`config.mk`:
```
export PLATFORM = sky130hd
export DESIGN_NAME = bit_serializer_flat
export DESIGN_NICKNAME = d
export VERILOG_FILES = /design/src/rtl/bit_serializer_if.sv /design/src/rtl/bit_serializer.sv /design/src/flat_wrapper.sv
export SDC_FILE = /design/constraint.sdc
export NUM_CORES = 1
export LEC_CHECK = 0
export ABC_AREA = 0
export BUFFER_PORTS_ARGS = -buffer_cell sky130_fd_sc_hd__clkbuf_2
export CORE_UTILIZATION = 53
export CTS_CLUSTER_SIZE = 10
export DETAILED_ROUTE_END_ITERATION = 8
export GPL_TIMING_DRIVEN = 0
export PLACE_DENSITY = 0.73
export SLEW_MARGIN = 10
export SYNTH_ARGS = -nofsm -noshare
export SYNTH_HDL_FRONTEND = slang
export SYNTH_SLANG_ARGS = --single-unit
```
`constraint.sdc`:
```
create_clock -name clk -period 2 [get_ports clk]
set_clock_uncertainty 0.1 [all_clocks]
set_input_delay 0.3 -clock clk [delete_from_list [all_inputs] [get_ports clk]]
set_output_delay 0.3 -clock clk [all_outputs]
set_load 0.01 [all_outputs]
```
`src/rtl/bit_serializer_if.sv`:
```
// bit_serializer_if: word-side handshake plus serial-side outputs of the
// bit serializer.
//   word_in/word_valid/word_ready : upstream valid/ready word channel
//   bit_out/bit_valid/last        : serial stream toward the detector
//   busy                          : serializer holds or is shifting a word
// master = upstream/consumer side, slave = serializer.
interface bit_serializer_if #(
  parameter int WIDTH = 8
);
  logic [WIDTH-1:0] word_in;
  logic             word_valid;
  logic             word_ready;
  logic             bit_out;
  logic             bit_valid;
  logic             last;
  logic             busy;

  modport master (
    output word_in, word_valid,
    input  word_ready, bit_out, bit_valid, last, busy
  );

  modport slave (
    input  word_in, word_valid,
    output word_ready, bit_out, bit_valid, last, busy
  );
endinterface

```
`src/rtl/bit_serializer.sv`:
```
// bit_serializer: parallel-to-serial front end for the sequence detector.
// Accepts WIDTH-bit words on a valid/ready handshake into a one-entry
// pending buffer and shifts them out one bit per clock, optionally followed
// by GAP idle cycles. A pending word is loaded on the last bit so that
// back-to-back words stream with no bubble.
// Ports:
//   clk  : clock, rising edge
//   rst  : synchronous active-high reset
//   bus  : bit_serializer_if.slave (word_in, word_valid, word_ready,
//          bit_out, bit_valid, last, busy)
// Parameters: WIDTH (>=2), GAP (idle cycles per word), MSB_FIRST.
module bit_serializer #(
  parameter int WIDTH     = 8,
  parameter int GAP       = 0,
  parameter int MSB_FIRST = 1
) (
  input logic             clk,
  input logic             rst,
  bit_serializer_if.slave bus
);
  localparam int CW = $clog2(WIDTH);
  localparam int GW = (GAP > 0) ? $clog2(GAP + 1) : 1;
  localparam logic [CW-1:0] CNT_LAST  = CW'(WIDTH - 1);
  localparam logic [GW-1:0] GCNT_LAST = GW'((GAP > 0) ? GAP - 1 : 0);

  localparam logic [1:0] S_IDLE  = 2'd0;
  localparam logic [1:0] S_SHIFT = 2'd1;
  localparam logic [1:0] S_GAP   = 2'd2;

  logic [1:0]       state, state_nxt;
  logic [WIDTH-1:0] pend;
  logic             pend_full;
  logic [WIDTH-1:0] sr, sr_shift;
  logic             bit_head;
  logic [CW-1:0]    cnt;
  logic [GW-1:0]    gcnt;
  logic             hs, load, bit_last;

  // Ready is masked by rst so a word offered during reset is never taken.
  assign bus.word_ready = !pend_full && !rst;
  assign hs             = bus.word_valid && bus.word_ready;
  assign bit_last       = (cnt == CNT_LAST);

  // Output end of the shift register depends on bit order.
  generate
    if (MSB_FIRST != 0) begin : g_msb
      assign sr_shift = {sr[WIDTH-2:0], 1'b0};
      assign bit_head = sr[WIDTH-1];
    end else begin : g_lsb
      assign sr_shift = {1'b0, sr[WIDTH-1:1]};
      assign bit_head = sr[0];
    end
  endgenerate

  always_comb begin
    state_nxt = state;
    load      = 1'b0;
    case (state)
      S_IDLE: begin
        if (pend_full) begin
          load      = 1'b1;
          state_nxt = S_SHIFT;
        end
      end
      S_SHIFT: begin
        if (bit_last) begin
          if (GAP > 0)        state_nxt = S_GAP;
          else if (pend_full) load      = 1'b1;   // chain next word, stay in SHIFT
          else                state_nxt = S_IDLE;
        end
      end
      S_GAP: begin
        if (gcnt == GCNT_LAST) begin
          if (pend_full) begin
            load      = 1'b1;
            state_nxt = S_SHIFT;
          end else begin
            state_nxt = S_IDLE;
          end
        end
      end
      default: state_nxt = S_IDLE;
    endcase
  end

  always_ff @(posedge clk) begin
    if (rst) begin
      state     <= S_IDLE;
      pend      <= '0;
      pend_full <= 1'b0;
      sr        <= '0;
      cnt       <= '0;
      gcnt      <= '0;
    end else begin
      state <= state_nxt;

      if (hs) pend <= bus.word_in;
      // A load empties PEND unless a new word lands in the same cycle.
      if (load)    pend_full <= hs;
      else if (hs) pend_full <= 1'b1;

      if (load) begin
        sr  <= pend;
        cnt <= '0;
      end else if (state == S_SHIFT) begin
        sr  <= sr_shift;
        cnt <= cnt + 1'b1;
      end

      if (state == S_SHIFT && bit_last) gcnt <= '0;
      else if (state == S_GAP)          gcnt <= gcnt + 1'b1;
    end
  end

  assign bus.bit_valid = (state == S_SHIFT);
  assign bus.bit_out   = bus.bit_valid & bit_head;
  assign bus.last      = bus.bit_valid & bit_last;
  assign bus.busy      = (state != S_IDLE) | pend_full;
endmodule

```
`src/flat_wrapper.sv`:
```
// flat-port wrapper written by rule: the top's interface ports become plain ports
module bit_serializer_flat 
#(
  parameter int WIDTH     = 8,
  parameter int GAP       = 0,
  parameter int MSB_FIRST = 1
)
  (clk, rst, bus_word_in, bus_word_valid, bus_word_ready, bus_bit_out, bus_bit_valid, bus_last, bus_busy);
  bit_serializer_if #(.WIDTH(WIDTH)) bus_i ();
  input logic clk;
  input logic rst;
  input wire logic [$bits(bus_i.word_in)-1:0] bus_word_in;
  input wire logic [$bits(bus_i.word_valid)-1:0] bus_word_valid;
  output wire logic [$bits(bus_i.word_ready)-1:0] bus_word_ready;
  output wire logic [$bits(bus_i.bit_out)-1:0] bus_bit_out;
  output wire logic [$bits(bus_i.bit_valid)-1:0] bus_bit_valid;
  output wire logic [$bits(bus_i.last)-1:0] bus_last;
  output wire logic [$bits(bus_i.busy)-1:0] bus_busy;
  assign bus_i.word_in = bus_word_in;
  assign bus_i.word_valid = bus_word_valid;
  assign bus_word_ready = bus_i.word_ready;
  assign bus_bit_out = bus_i.bit_out;
  assign bus_bit_valid = bus_i.bit_valid;
  assign bus_last = bus_i.last;
  assign bus_busy = bus_i.busy;
  bit_serializer #(.WIDTH(WIDTH), .GAP(GAP), .MSB_FIRST(MSB_FIRST)) u_core (.clk(clk), .rst(rst), .bus(bus_i));
endmodule
```
==> results_dict.tcl <==
set metrics [dict create \
    htree_levels 1 \
    end_kind "output pin" \
    critPathMaxStageDelay_ns 0.34 \
    cp-start-kind "flip-flop" \
    synth_top_flop_cell "dfxtp_1" \
    critPathTopFamily "adder cells" \
    cts_tree "done" \
    worst_pin_slew_ns 0.568 \
    avgRoutedWirePerCell_um 11.4 \
    leakage_nw 0.466 \
    seq_area_um2 420 \
    globalplace.congestion 0.761 \
    synthTopCellsByCount "dfxtp_1 (21), nor2_1 (20), mux2i_1 (10), a211oi_1 (7), nor3b_1 (7)" \
    max_freq_mhz 563 \
    drtPass1Iterations 4 \
    ys_ff_latch 21 \
    grt_pass1_vias 658 \
    status "complete, no violations" \
    power_density_mw_per_mm2 770 \
    antenna_left 0 \
    cp_num_buf_inv 1 \
    numCtsBuffers 3 \
    dieArea_mm2 0.00204 \
    yosys.area.top_type_share_pct 42.5 \
    routed_wirelength_um 1600 \
    cp_max_fo 3 \
    cts_resized 0 \
    start_util_pct 56.6 \
    synth_area_per_cell_um2 10.3 \
    overflow 0 \
    cts_hold_buf 0 \
    yosys-top-cells-area "dfxtp_1 (43%), mux2i_1 (10%), nor2_1 (7.6%), nor4_2 (6.3%), buf_6 (5.7%)" \
    via_per_inst 5.19 \
    nets 129 \
    slew_violations 0 \
    drive_above_1_share_pct 31.3 \
    clk_latency_ns 0.30 \
    chipWidth_um 45.2 \
    drv_cap 0 \
    n_fill_cell 175 \
    path_cells "ha_1 > ha_1 > and2_2 > clkbuf_2" \
    synth_fp_nets 109 \
    crit_type "reg2out" \
    syn_inst 96 \
    antenna_found_initial 0 \
    grt_pass1_wl_um 2810 \
    synth_most_common_cell "dfxtp_1" \
    tns_ns 0 \
    syn-cell-area_um2 988 \
    slew_headroom_pct 62.1 \
    die_y_um 45.2 \
    via_count 727 \
    fin_crit_sh_pct 88.8 \
    path_clk_slew_ns 0.11 \
    synth_edf_count 0 \
    ioPinCount 16 \
    cts_buffer_depth 2 \
    hp-class "in2reg" \
    coreArea_mm2 0.00175 \
    setup_viol 0 \
    grt_start_max_net_pins 12 \
    vdd_drop_max_mv 0.456 \
    numPortBuffers 15 \
    multi_input_area_um2 485 \
    arrival_ns 1.38 \
    std_cell_rows 15 \
    clock-sinks 21 \
    finalInstanceArea_mm2 0.00112 \
    grt_usage_pct 19.6 \
    yosys.area.top_type "dfxtp_1" \
    clock-root-buffer "clkbuf_4" \
    dpl_cell_area_mm2 0.00109 \
    rsz0062_at_grt "false" \
    finalHoldViolCount 0 \
    diodes 0 \
    drtIter0Drc 10 \
    post_cts_buffers 0 \
    ys_warn_count 0 \
    drc 0 \
    timing.critical_path.mode_cell "ha_1" \
    area.growth.synth_to_final_pct 13.4 \
    cpMaxStageDelayCell "dfxtp_1" \
    worstPathRequired_ns 1.60 \
    async_flop_share_pct 0 \
    ys_types 23 \
    hpwl_um 1210 \
    layout_min_cycle_time_ns 1.78 \
    ys_seq_area_share_pct 42.5 \
]
[report_power, final]
| group | internal (W) | leakage (nW) | switching, W |
|---|---|---|---|
| Combinational | 0.0000937 | 0.278 | 0.0000993 |
| Clock | 0.0000776 | 0.0150 | 0.000121 |
| Sequential | 0.000453 | 0.173 | 0.0000188 |
[worst paths after layout]
path                                     from            to  slack [ns]  cells past startpoint
worst max-delay path            u_core.cnt[0]      bus_last        0.22                      4
worst min-delay path                      rst  u_core.sr[7]        0.11                      2
worst max register to register  u_core.cnt[0]  u_core.sr[2]        0.34                      6
worst min register to register   u_core.sr[7]  u_core.sr[7]        0.40                      2
[registers in the layout, indices dropped and copies added (netlist names)]
register	count
u_core.cnt	3
u_core.pend	8
u_core.pend_full	1
u_core.sr	8
u_core.state	1
[placed cells by master (no fill, tap or decap)]
cell,synthesis,layout
a211oi_1,7,7
a32oi_1,1,1
and2_2,2,2
and2_4,1,1
and2b_1,1,1
buf_1,1,1
buf_6,5,5
buf_8,1,1
clkbuf_1,1,2
clkbuf_2,0,15
clkbuf_4,0,3
dfxtp_1,21,21
ha_1,2,2
inv_2,1,1
mux2i_1,10,10
nand2b_1,1,1
nor2_1,20,20
nor2_4,1,1
nor2b_4,1,1
nor3_1,3,3
nor3_2,1,1
nor3b_1,7,7
nor4_1,2,2
nor4_2,5,5
xnor2_1,1,1
[layer usage]
layer | GRT usage, % | vias up | routed length (µm)
met5 | 0 | - | 0
met3 | 3.60 | 4 | 46
met4 | 13.9 | 0 | 36
met2 | 29.6 | 12 | 751
met1 | 25.0 | 336 | 764
li1 | - | 375 | -
[logic make-up (layout without fill, tap and decap cells)]
kind of cell	count (synthesis)	after routing	synth area share, %
xor gates and xnor gates	1	1	0.886
adders and majority gates	2	2	2.53
buffers and inverters	9	28	8.35
AOI/OAI and AO/OA	8	8	6.20
muxes	10	10	10.1
and+or+nand+nor	45	45	29.4
DFF	21	21	42.5
[final cells by class]
cell class,instances,area share (%)
plain buffers,8,7.03
clock buffers,4,2.34
inverters,1,0.335
multi-input cells,66,43.3
flip-flops and latches,21,37.5
well taps,25,2.79
repair buffers,15,6.70
[metrics by stage]
stage | hold WS, ns | util [%] | total power [W] | instances | setup slack [ns]
after floorplan | 0.278 | - | 0.000633 | 96 | 0.439
after global placement | 0.371 | 62.7 | 0.000672 | 136 | 0.362
after detailed placement | 0.384 | 62.7 | 0.000677 | 136 | 0.349
after CTS | 0.105 | 64.2 | 0.000879 | 140 | 0.212
after global routing | 0.123 | 64.2 | 0.000919 | 140 | 0.161
final | 0.113 | 64.2 | 0.000863 | 140 | 0.225
Note: power is estimated with default switching activity, not from simulation.
